### src/rtl/alu_arbiter.sv
// Two-port round-robin front end for a single shared ALU.
// One operation in flight; the result is held until the granted requester consumes it.
module alu_arbiter #(
    parameter int unsigned LATENCY = 1
) (
    input  logic        clk,
    input  logic        rst_n,
    input  logic [1:0]  req_valid,
    output logic [1:0]  req_ready,
    input  logic [31:0] req_a0,
    input  logic [31:0] req_b0,
    input  logic [31:0] req_a1,
    input  logic [31:0] req_b1,
    input  logic [4:0]  req_instr0,
    input  logic [4:0]  req_instr1,
    output logic [1:0]  rsp_valid,
    input  logic [1:0]  rsp_ready,
    output logic [31:0] rsp_s,
    output logic        rsp_ze,
    output logic [31:0] alu_a,
    output logic [31:0] alu_b,
    output logic [31:0] alu_instr,
    input  logic [31:0] alu_s,
    input  logic        alu_ze,
    output logic        busy
);

    typedef enum logic [1:0] {IDLE, EXEC, RESP} state_t;

    localparam logic [3:0] CNT_LOAD = 4'(LATENCY - 1);

    state_t      state_q, state_d;
    logic        rr_q, rr_d;
    logic        gnt_q, gnt_d;
    logic [3:0]  cnt_q, cnt_d;
    logic [31:0] a_q, a_d;
    logic [31:0] b_q, b_d;
    logic [4:0]  instr_q, instr_d;
    logic [31:0] s_q, s_d;
    logic        ze_q, ze_d;
    logic        gnt_idx;

    always_comb begin
        state_d   = state_q;
        rr_d      = rr_q;
        gnt_d     = gnt_q;
        cnt_d     = cnt_q;
        a_d       = a_q;
        b_d       = b_q;
        instr_d   = instr_q;
        s_d       = s_q;
        ze_d      = ze_q;
        req_ready = 2'b00;
        // The round-robin pointer only breaks ties; a lone requester always wins.
        gnt_idx   = (req_valid == 2'b11) ? rr_q : req_valid[1];

        case (state_q)
            IDLE: begin
                if (req_valid != 2'b00) begin
                    req_ready = gnt_idx ? 2'b10 : 2'b01;
                    state_d   = EXEC;
                    gnt_d     = gnt_idx;
                    rr_d      = ~gnt_idx;
                    cnt_d     = CNT_LOAD;
                    a_d       = gnt_idx ? req_a1 : req_a0;
                    b_d       = gnt_idx ? req_b1 : req_b0;
                    instr_d   = gnt_idx ? req_instr1 : req_instr0;
                end
            end
            EXEC: begin
                if (cnt_q == 4'd0) begin
                    s_d     = alu_s;
                    ze_d    = alu_ze;
                    state_d = RESP;
                end else begin
                    cnt_d = cnt_q - 4'd1;
                end
            end
            RESP: begin
                if (rsp_ready[gnt_q]) begin
                    state_d = IDLE;
                end
            end
            default: state_d = IDLE;
        endcase
    end

    always_ff @(posedge clk or negedge rst_n) begin
        if (!rst_n) begin
            state_q <= IDLE;
            rr_q    <= 1'b0;
            gnt_q   <= 1'b0;
            cnt_q   <= 4'd0;
            a_q     <= 32'd0;
            b_q     <= 32'd0;
            instr_q <= 5'd0;
            s_q     <= 32'd0;
            ze_q    <= 1'b0;
        end else begin
            state_q <= state_d;
            rr_q    <= rr_d;
            gnt_q   <= gnt_d;
            cnt_q   <= cnt_d;
            a_q     <= a_d;
            b_q     <= b_d;
            instr_q <= instr_d;
            s_q     <= s_d;
            ze_q    <= ze_d;
        end
    end

    // ALU operands come only from registers, so they never glitch with requester inputs.
    assign alu_a     = a_q;
    assign alu_b     = b_q;
    assign alu_instr = {27'd0, instr_q};
    assign rsp_s     = s_q;
    assign rsp_ze    = ze_q;
    assign rsp_valid = (state_q == RESP) ? (gnt_q ? 2'b10 : 2'b01) : 2'b00;
    assign busy      = (state_q != IDLE);

endmodule

### config.mk
export PLATFORM = sky130hd
export DESIGN_NAME = alu_arbiter
export DESIGN_NICKNAME = d
export VERILOG_FILES = /design/src/rtl/alu_arbiter.sv
export SDC_FILE = /design/constraint.sdc
export NUM_CORES = 1
export LEC_CHECK = 0
export BUFFER_PORTS_ARGS = -buffer_cell sky130_fd_sc_hd__buf_2
export CORE_MARGIN = 5
export CORE_UTILIZATION = 41
export CTS_BUF_LIST = sky130_fd_sc_hd__clkbuf_4 sky130_fd_sc_hd__clkbuf_8
export CTS_CLUSTER_DIAMETER = 200
export DETAILED_ROUTE_END_ITERATION = 7
export GPL_ROUTABILITY_DRIVEN = 1
export HOLD_SLACK_MARGIN = 0.1
export PLACE_DENSITY = 0.82
export SKIP_LAST_GASP = 1
export SLEW_MARGIN = 25
export SYNTH_ARGS = -nofsm -noshare
export SYNTH_HDL_FRONTEND = slang
export SYNTH_SLANG_ARGS = --single-unit
### constraint.sdc
create_clock -name clk -period 1.6 [get_ports clk]
set_input_delay 0.16 -clock clk [delete_from_list [all_inputs] [get_ports clk]]
set_output_delay 0.16 -clock clk [all_outputs]
set_load 0.02 [all_outputs]
==> results of run 1 <==
-- cell families (layout without fill, tap and decap cells) --
logic type	after synthesis	in the layout
AO/OA/AOI/OAI	174	174
adder cells (fa/ha/maj)	2	2
buffers and inverters	129	513
flip-flops	110	110
multiplexers	34	34
other	1	30
AND/OR/NAND/NOR	63	63
-- cells in the mapped netlist --
| master | instances | area (um^2) |
|---|---|---|
| o311ai_0 | 1 | 8.76 |
| conb_1 | 1 | 3.75 |
| nor2_2 | 2 | 12.5 |
| dfrtp_1 | 110 | 2750 |
| mux2_2 | 4 | 45.0 |
| mux2i_1 | 1 | 10.0 |
| o31ai_1 | 1 | 7.51 |
| ha_1 | 2 | 25.0 |
| clkbuf_1 | 36 | 135 |
| o21ai_1 | 1 | 5.00 |
| nor2_1 | 3 | 11.3 |
| mux2_1 | 29 | 327 |
| and3_1 | 1 | 6.26 |
| nor3b_2 | 1 | 12.5 |
| inv_2 | 2 | 7.51 |
| o21ai_0 | 50 | 250 |
| buf_2 | 11 | 55.1 |
| or4_1 | 2 | 15.0 |
| a21boi_0 | 24 | 180 |
| o211ai_1 | 45 | 338 |
| nand4_1 | 45 | 282 |
| or4b_1 | 1 | 10.0 |
| nand2b_1 | 5 | 31.3 |
| inv_1 | 49 | 184 |
| a311o_1 | 24 | 240 |
| or3_1 | 1 | 6.26 |
| and3b_1 | 1 | 8.76 |
| buf_1 | 3 | 11.3 |
| o22a_1 | 24 | 210 |
| a21oi_1 | 2 | 10.0 |
| nor2b_1 | 1 | 6.26 |
| a211o_1 | 1 | 8.76 |
| buf_4 | 28 | 210 |
| a21o_1 | 1 | 7.51 |
-- area by class of cell --
class / instances / area share [%]
Clock buffer: 10 / 1.45
Sequential cell: 110 / 30.5
Timing Repair Buffer: 446 / 36.2
Tap cell: 176 / 2.44
Clock inverter: 6 / 1.11
Multi-Input combinational cell: 300 / 26.1
Antenna cell: 3 / 0.0831
Inverter: 51 / 2.12
-- layer usage --
| layer | up-vias | track usage (%) | part of all wire [%] |
|---|---|---|---|
| met5 | - | 0 | 0 |
| met1 | 2934 | 31.5 | 37 |
| met2 | 425 | 44.1 | 50 |
| li1 | 2653 | - | - |
| met3 | 94 | 5.93 | 8.4 |
| met4 | 0 | 15.4 | 5.0 |
-- repair_timing --
action                     CTS  global route
hold buffers               126             0
gates resized for setup     16            38
setup buffers                9             2
setup endpoints to repair   37            75
pin swaps                    3             2
hold endpoints to repair   190             0
cloned                       5             2
-- worst min path at each step --
| stage | to | startpoint | slack (ns) |
|---|---|---|---|
| 4_1_cts | alu_a[0] | req_a1[0] | 0.10 |
| 5_1_grt | instr_q[4] | req_instr1[4] | 0.13 |
| 2_1_floorplan | alu_a[0] | rst_n | -0.14 |
| 3_5_place_dp | rsp_s[5] | rst_n | 0.17 |
| 3_3_place_gp | rsp_s[5] | rst_n | 0.17 |
| 6_report | state_q[1] | rsp_ready[1] | 0.12 |
-- worst register-to-register path, delay by kind of cell (launching register included) --
kind / cells / cell delay, ns
flip-flops: 1 / 0.44
buffers and inverters: 1 / 0.14
AO/OA/AOI/OAI: 1 / 0.14
AND/OR/NAND/NOR: 2 / 0.94
-- layout by cell type, fill, tap and decap left out, types with 24 or more instances in the layout --
| cell type | synthesis | layout |
|---|---|---|
| conb_1 | 1 | 27 |
| dlygate4sd3_1 | 0 | 126 |
| mux2_4 | 0 | 29 |
| o211ai_1 | 45 | 45 |
| o21ai_0 | 50 | 50 |
| a311o_1 | 24 | 24 |
| buf_2 | 11 | 277 |
| dfrtp_1 | 110 | 110 |
| a21boi_0 | 24 | 24 |
| nand4_1 | 45 | 45 |
| inv_1 | 49 | 47 |
| o22a_1 | 24 | 24 |
-- registers in the layout (all words and copies together) (netlist names) --
register	count
rr_q	1
rsp_s	32
cnt_q	4
rsp_ze	1
alu_a	32
gnt_q	1
state_q	2
alu_b	32
instr_q	5
-- power groups by stage --
stage               Sequential, mW  Combinational [mW]  Clock [mW]
finish                        5.04                9.77        1.99
global route                  5.19                10.4        2.12
CTS                           4.93                8.88        2.01
detailed placement            4.99                7.80           0
global placement              4.95                7.63           0
floorplan                     6.52                3.33           0
==> results.py, run 1 <==
metrics = {
    "worst_setup_path": {
        "slowest_delay_ns": 0.51,
        "r2r_cells": 4,
        "crit_family": "simple AND/OR/NAND/NOR gates",
        "cp-endpoint": "cnt_q[3]",
        "required_ns": 1.93,
        "r2r_start": "state_q[1]",
        "worstPathArrival_ns": 2.05,
        "endpoint_kind": "flop",
        "rr_endpoint": "cnt_q[3]",
        "critPathMaxFanout": 4,
        "worstSetupPathType": "flop to flop",
        "r2r_slack_ns": -0.13,
        "critPathLaunch": "state_q[1]",
        "cpMaxStageDelayCell": "or4b_4",
        "worstPathCellList": "buf_6, or4b_4, or4_4, a21oi_2",
        "setup.worst_path.start_class": "flop",
        "critPathBufInv": 1,
        "cp_num_cells": 4,
    },
    "synth": {
        "synthAdderAreaFrac_pct": 0.461,
        "ys_ff_latch": 110,
        "synth_compound_area_share_pct": 23.3,
        "synthMuxAreaShare_pct": 7.02,
        "synth_area_mm2": 0.00543,
        "synthCells": 513,
        "yosysSeqAreaShare_pct": 50.7,
        "synth-xor-area-share_pct": 0,
        "synth_top_family_by_area": "compound AO/OA/AOI/OAI gates",
        "synth-simple-area-share_pct": 7.39,
        "yosysWarnings": 0,
        "synth_cell_types": 34,
        "syn_area_per_cell_um2": 10.6,
    },
    "clock_network": {
        "clk_path_buf_depth": 2,
        "cts_buffers": 9,
        "clk_latency_ns": 0.39,
        "cts_root_buf": "clkbuf_8",
        "clock-sinks": 110,
        "h-tree-depth": 3,
        "clk_pin_slew_ns": 0.12,
        "cts_tree": "done",
    },
    "finish": {
        "utilization_pct": 68.7,
        "num-fill-cells": 906,
        "areaGrowthSynthToFinish_pct": 66.2,
        "fin_area_mm2": 0.00903,
        "ff_latch_area_mm2": 0.00275,
        "multiInputGateArea_mm2": 0.00236,
        "drive_above_1_share_pct": 41.9,
        "final_cells": 1102,
        "nets": 1097,
    },
    "pwr": {
        "ir_worst_vdd_v": 0.000967,
        "p_int_mw": 9.59,
        "clkPwrFrac_pct": 11.8,
        "p_leak_nw": 4.43,
        "p_sw_mw": 7.20,
        "pwr-share-comb_pct": 58.2,
        "total_power_mw": 16.8,
        "seqPwrFrac_pct": 30.0,
        "sw_frac_of_total_pct": 42.9,
        "power_density_mw_per_mm2": 1860,
    },
    "global_routing": {
        "grt_max_degree": 75,
        "antenna_found_initial": 1,
        "grtUsageTotal_pct": 26.5,
        "grt_overflow": 0,
        "grt_pass1_vias": 6333,
        "grt_pass1_wl_um": 33600,
    },
    "detailed_routing": {
        "drc": 0,
        "ant_nets": 0,
        "wirelength_um": 22500,
        "vias_per_cell": 5.54,
        "first_pass_iters": 5,
        "dr_total_vias": 6106,
        "drt_iter0_drc": 432,
        "post_drt_wl_per_cell_um": 20.4,
    },
    "job": {
        "maxCapViolations": 0,
    },
    "sta": {
        "fin_tns_setup_ns": -2.00,
        "finalHoldViolCount": 0,
        "layout_min_cycle_time_ns": 1.73,
        "slew_viol_final": 0,
        "rsz0062_at_grt": "true",
        "finClkSkew_ns": 0.0184,
        "setup_slack_ns": -0.125,
        "max_clock_freq_mhz": 580,
        "post-route-period-util_pct": 108,
        "setup_viol": 56,
        "holdWs_ns": 0.119,
    },
    "min_path": {
        "whs_path_depth": 3,
        "hp-class": "primary input to flop",
    },
    "place": {
        "placed_area_mm2": 0.00708,
        "place_ws_ns": -0.100,
        "placedCellCount": 941,
        "port_buffers": 283,
        "gp_congestion": 0.833,
        "dp_hpwl_um": 11900,
    },
    "die": {
        "start_util_pct": 41.4,
        "die_area_mm2": 0.0157,
        "core_mm2": 0.0131,
        "die_h_um": 125,
        "num_rows": 42,
        "die_w_um": 125,
        "pin_count": 311,
    },
    "outcome": {
        "run_status": "complete, but fails checks",
        "violations": "setup timing",
    },
}
No activity file was read; power rests on OpenSTA's default activity.
==> inputs of run 2 (changes only) <==
CORE_UTILIZATION = 45   (was 41)
PLACE_DENSITY = 0.86   (was 0.82)
clock period = 1.7 ns   (was 1.6 ns; I/O delays follow)
==> results.py, run 2 (synthesis gave the netlist of run 1 again) <==
metrics = {
    "sta": {
        "setup_viol": 1,
        "setup_slack_ns": -0.0120,
        "slew_viol_final": 0,
        "rsz0062_at_grt": "true",
        "post-route-period-util_pct": 101,
        "finClkSkew_ns": 0.00959,
        "layout_min_cycle_time_ns": 1.71,
        "max_clock_freq_mhz": 584,
        "finalHoldViolCount": 0,
    },
    "clock_network": {
        "clock-sinks": 110,
        "clk_path_buf_depth": 2,
        "clk_latency_ns": 0.38,
        "cts_root_buf": "clkbuf_8",
        "cts_buffers": 9,
        "clk_pin_slew_ns": 0.11,
        "cts_tree": "done",
        "h-tree-depth": 3,
    },
    "global_routing": {
        "antenna_found_initial": 0,
        "grt_overflow": 0,
        "grt_pass1_vias": 6334,
        "grtUsageTotal_pct": 27.6,
        "grt_max_degree": 96,
        "grt_pass1_wl_um": 31900,
    },
    "worst_setup_path": {
        "crit_top_cell": "inv_2",
        "critPathLaunch": "state_q[1]",
        "endpoint_kind": "output pin",
        "rr_endpoint": "rsp_s[2]",
        "worstPathCellList": "nor2_4, inv_2, a211o_4, inv_2, buf_4",
        "r2r_cells": 6,
        "critPathBufInv": 3,
        "r2r_start": "cnt_q[0]",
        "cp_num_cells": 5,
        "crit_family": "flip-flops",
        "worstSetupPathType": "flop to output pin",
        "worstPathArrival_ns": 1.54,
        "critPathMaxFanout": 5,
        "setup.worst_path.start_class": "flop",
        "required_ns": 1.53,
        "slowest_delay_ns": 0.46,
        "cpMaxStageDelayCell": "dfrtp_2",
        "cp-endpoint": "req_ready[0]",
        "r2r_slack_ns": 0.05,
    },
    "finish": {
        "num_antenna_cells": 0,
        "num-fill-cells": 765,
        "drive_above_1_share_pct": 37.9,
        "fin_area_mm2": 0.00859,
        "areaGrowthSynthToFinish_pct": 58.1,
        "utilization_pct": 72.1,
        "final_cell_mix": "280 x buf_2, 125 x dlygate4sd3_1, 108 x dfrtp_1",
        "nets": 1087,
        "layout_commonest_cell": "buf_2",
    },
    "pwr": {
        "p_leak_nw": 4.14,
        "p_sw_mw": 6.43,
        "sw_frac_of_total_pct": 45.0,
        "power_density_mw_per_mm2": 1660,
        "clkPwrFrac_pct": 10.9,
        "seqPwrFrac_pct": 33.0,
        "pwr-share-comb_pct": 56.1,
        "ir_worst_vdd_v": 0.000810,
        "p_int_mw": 7.85,
        "total_power_mw": 14.3,
    },
    "die": {
        "die_h_um": 120,
        "pin_count": 311,
        "die_area_mm2": 0.0144,
        "start_util_pct": 45.6,
        "core_mm2": 0.0119,
        "num_rows": 40,
        "die_w_um": 120,
    },
    "place": {
        "dp_hpwl_um": 11600,
        "placed_area_mm2": 0.00695,
        "place_ws_ns": -0.0296,
        "port_buffers": 283,
        "gp_congestion": 0.850,
    },
    "outcome": {
        "run_status": "complete, but fails checks",
        "violations": "setup timing",
    },
    "detailed_routing": {
        "drc": 0,
        "wirelength_um": 21000,
        "dr_total_vias": 5983,
        "drt_iter0_drc": 532,
        "first_pass_iters": 6,
        "ant_nets": 0,
        "post_drt_wl_per_cell_um": 19.8,
        "vias_per_cell": 5.64,
    },
    "job": {
        "maxCapViolations": 0,
    },
    "min_path": {
        "hp-class": "primary input to flop",
    },
}
## run 2: cell types whose count changed in the layout (fill, tap and decap cells not counted), sizes merged
| cell | change |
|---|---|
| clkinvlp | +1 |
| dlygate4sd3 | -1 |
| inv | +1 |
| bufbuf | -3 |
| clkbuf | +1 |
| bufinv | -2 |
| diode | -3 |
| buf | -7 |
## run 2: metrics by stage
| step | instances | hold slack, ns | TNS (ns) |
|---|---|---|---|
| after floorplan | 539 | -0.126 | 0 |
| after global placement | 909 | 0.139 | 0 |
| after detailed placement | 909 | 0.136 | -0.183 |
| after CTS | 1050 | 0.121 | -0.125 |
| after global routing | 1060 | 0.139 | -0.156 |
| final | 1060 | 0.148 | -0.0120 |
## run 2: layout make-up
cell class / count / area [um^2] / share of cell area, %
timing repair buffer: 436 / 3050 / 35.5
sequential: 110 / 2760 / 32.1
multi-input combinational: 300 / 2230 / 25.9
inverter: 51 / 191 / 2.23
tap: 147 / 184 / 2.14
clock buffer: 10 / 131 / 1.53
clock inverter: 6 / 53.8 / 0.626
## run 2: power groups by stage
stage | clock (mW) | sequential, mW | combinational [mW]
2_1_floorplan | 0 | 6.13 | 3.10
3_3_place_gp | 0 | 4.65 | 6.92
3_5_place_dp | 0 | 4.69 | 7.09
4_1_cts | 1.59 | 4.66 | 7.38
5_1_grt | 1.69 | 4.87 | 8.57
6_report | 1.56 | 4.71 | 8.00
## run 2: worst min path at each step
stage | slack [ns] | cells after the start | from | endpoint
after detailed placement | 0.14 | 1 | rst_n | instr_q[3]
after floorplan | -0.13 | 0 | rst_n | alu_a[0]
after global routing | 0.14 | 3 | req_a1[15] | alu_a[15]
after global placement | 0.14 | 1 | rst_n | instr_q[3]
final | 0.15 | 3 | req_a1[0] | alu_a[0]
after CTS | 0.12 | 3 | req_b1[25] | alu_b[25]
## run 2: repair_timing
item,in CTS,in global routing
cloned,0,4
endpoints found under the hold margin,174,0
endpoints found under the setup margin,32,39
resized for setup,6,11
buffers inserted,0,6
hold buffers,125,0
pin swaps,2,2
## run 2: metal layers
metal	track usage, %	vias to the layer above	routed length, um
li1	-	2627	-
met5	0	-	0
met2	46.4	403	10500
met1	31.5	2847	7430
met4	15.6	0	1050
met3	7.73	106	1950
## run 2: tightest hold or removal path: stages
cell and delay, ns:
buf_2 0.08, a311o_1 0.14, o22a_1 0.11
==> inputs of run 3 (changes only) <==
CORE_UTILIZATION = 44   (was 45)
CTS_BUF_LIST = default   (was sky130_fd_sc_hd__clkbuf_4 sky130_fd_sc_hd__clkbuf_8)
PLACE_DENSITY = 0.84   (was 0.86)
==> results.py, run 3 (synthesis gave the netlist of run 1 again) <==
metrics = {
    "die": {
        "die_w_um": 121,
        "pin_count": 311,
        "start_util_pct": 45.1,
        "die_area_mm2": 0.0147,
        "num_rows": 40,
        "die_h_um": 121,
        "core_mm2": 0.0121,
    },
    "job": {
        "maxCapViolations": 0,
    },
    "sta": {
        "fin_tns_setup_ns": 0,
        "finalHoldViolCount": 0,
        "finClkSkew_ns": 0.00792,
        "setup_viol": 0,
        "holdWs_ns": 0.108,
        "layout_min_cycle_time_ns": 1.67,
        "post-route-period-util_pct": 98.2,
        "rsz0062_at_grt": "true",
        "slew_viol_final": 0,
        "max_clock_freq_mhz": 599,
    },
    "finish": {
        "nets": 1061,
        "areaGrowthSynthToFinish_pct": 56.1,
        "layout_commonest_cell": "buf_2",
        "drive_above_1_share_pct": 38.9,
        "fin_area_mm2": 0.00848,
        "final_cell_mix": "280 x buf_2, 110 x dfrtp_1, 99 x dlygate4sd3_1",
    },
    "place": {
        "port_buffers": 283,
        "placed_area_mm2": 0.00702,
        "gp_congestion": 0.812,
        "dp_hpwl_um": 11800,
    },
    "clock_network": {
        "h-tree-depth": 3,
        "cts_root_buf": "clkbuf_16",
        "clk_pin_slew_ns": 0.08,
        "cts_tree": "done",
        "clock-sinks": 110,
        "clk_path_buf_depth": 2,
        "cts_buffers": 9,
        "clk_latency_ns": 0.35,
    },
    "pwr": {
        "p_leak_nw": 4.09,
        "p_int_mw": 8.39,
        "p_sw_mw": 6.34,
        "power_density_mw_per_mm2": 1740,
        "clkPwrFrac_pct": 14.8,
        "sw_frac_of_total_pct": 43.1,
        "total_power_mw": 14.7,
        "pwr-share-comb_pct": 53.4,
        "seqPwrFrac_pct": 31.8,
        "ir_worst_vdd_v": 0.00108,
    },
    "worst_setup_path": {
        "required_ns": 1.99,
        "slowest_delay_ns": 0.51,
        "endpoint_kind": "flop",
        "worstPathArrival_ns": 1.95,
        "worstSetupPathType": "flop to flop",
        "critPathMaxFanout": 4,
        "worstPathCellList": "buf_6, or4b_4, or4_4, a21oi_2",
        "cpMaxStageDelayCell": "or4b_4",
        "setup.worst_path.start_class": "flop",
    },
    "detailed_routing": {
        "drc": 0,
        "post_drt_wl_per_cell_um": 18.6,
        "first_pass_iters": 6,
        "drt_iter0_drc": 380,
        "vias_per_cell": 5.47,
        "ant_nets": 0,
        "dr_total_vias": 5781,
        "wirelength_um": 19600,
    },
    "global_routing": {
        "grtUsageTotal_pct": 24.6,
        "grt_pass1_wl_um": 28900,
        "grt_max_degree": 76,
        "grt_overflow": 0,
        "antenna_found_initial": 0,
        "grt_pass1_vias": 5733,
    },
    "min_path": {
        "hp-class": "primary input to flop",
    },
    "outcome": {
        "run_status": "completed",
    },
}
run 3: changes by cell type in the layout (fill, tap and decap cells not counted), moves of 2 or more:
cell           change
dfrtp_1            +2
dlygate4sd3_1     -26
clkbuf_16          +8
diode_2            +2
clkbuf_8           -8
dfrtp_2            -2
run 3: timing repair:
action / in CTS / in global routing
setup buffers: 3 / 1
resized for setup: 2 / 17
hold buffers: 99 / 0
setup endpoints to repair: 2 / 36
endpoints found under the hold margin: 184 / 0
cloned: 0 / 3
pin swaps: 1 / 1
run 3: critical path: cells and delay by family (launching register included):
family,cells,cell delay [ns]
DFF,1,0.42
buffers and inverters,1,0.14
and+or+nand+nor,2,0.93
AOI/OAI and AO/OA,1,0.12
run 3: per-stage QoR:
stage	setup slack (ns)	cells	utilization [%]
2_1_floorplan	0.0640	539	-
3_3_place_gp	0.111	933	58.2
3_5_place_dp	0.0479	933	58.2
4_1_cts	0.0159	1050	69.2
5_1_grt	-0.0282	1054	70.3
6_report	0.0308	1056	70.3
run 3: layout make-up:
cell class | instances | area, um^2
clock inverter | 5 | 65.1
sequential | 110 | 2750
antenna | 2 | 5.00
inverter | 51 | 191
tap | 168 | 210
clock buffer | 10 | 239
fill | 825 | 3580
multi-input combinational | 300 | 2240
timing repair buffer | 410 | 2780
run 3: path summary, 6_finish.rpt:
check | slack, ns | end | depth (start not counted) | startpoint
setup / recovery | 0.03 | cnt_q[3] | 4 | state_q[1]
hold / removal | 0.11 | alu_b[16] | 3 | req_b1[16]
setup reg to reg | 0.03 | cnt_q[3] | 4 | state_q[1]
hold reg to reg | 0.49 | rsp_s[16] | 1 | rsp_s[16]
max in group asynchronous | 1.04 | alu_b[14] | 3 | rst_n
min in group asynchronous | 0.16 | rsp_s[1] | 2 | rst_n
run 3: power groups by stage:
stage	Sequential, mW	Clock [mW]	Combinational, mW
floorplan	6.13	0	3.10
global placement	4.64	0	7.05
detailed placement	4.67	0	7.21
CTS	4.63	2.22	7.46
global route	4.83	2.32	8.41
finish	4.68	2.18	7.86
run 3: layer usage:
layer	vias to the layer above	wire length, um	track usage, %	part of all wire [%]
li1	2583	-	-	-
met1	2790	7010	27.6	36
met2	353	10000	43.0	51
met3	55	1910	8.81	9.8
met4	0	649	8.96	3.3
met5	-	0	0	0
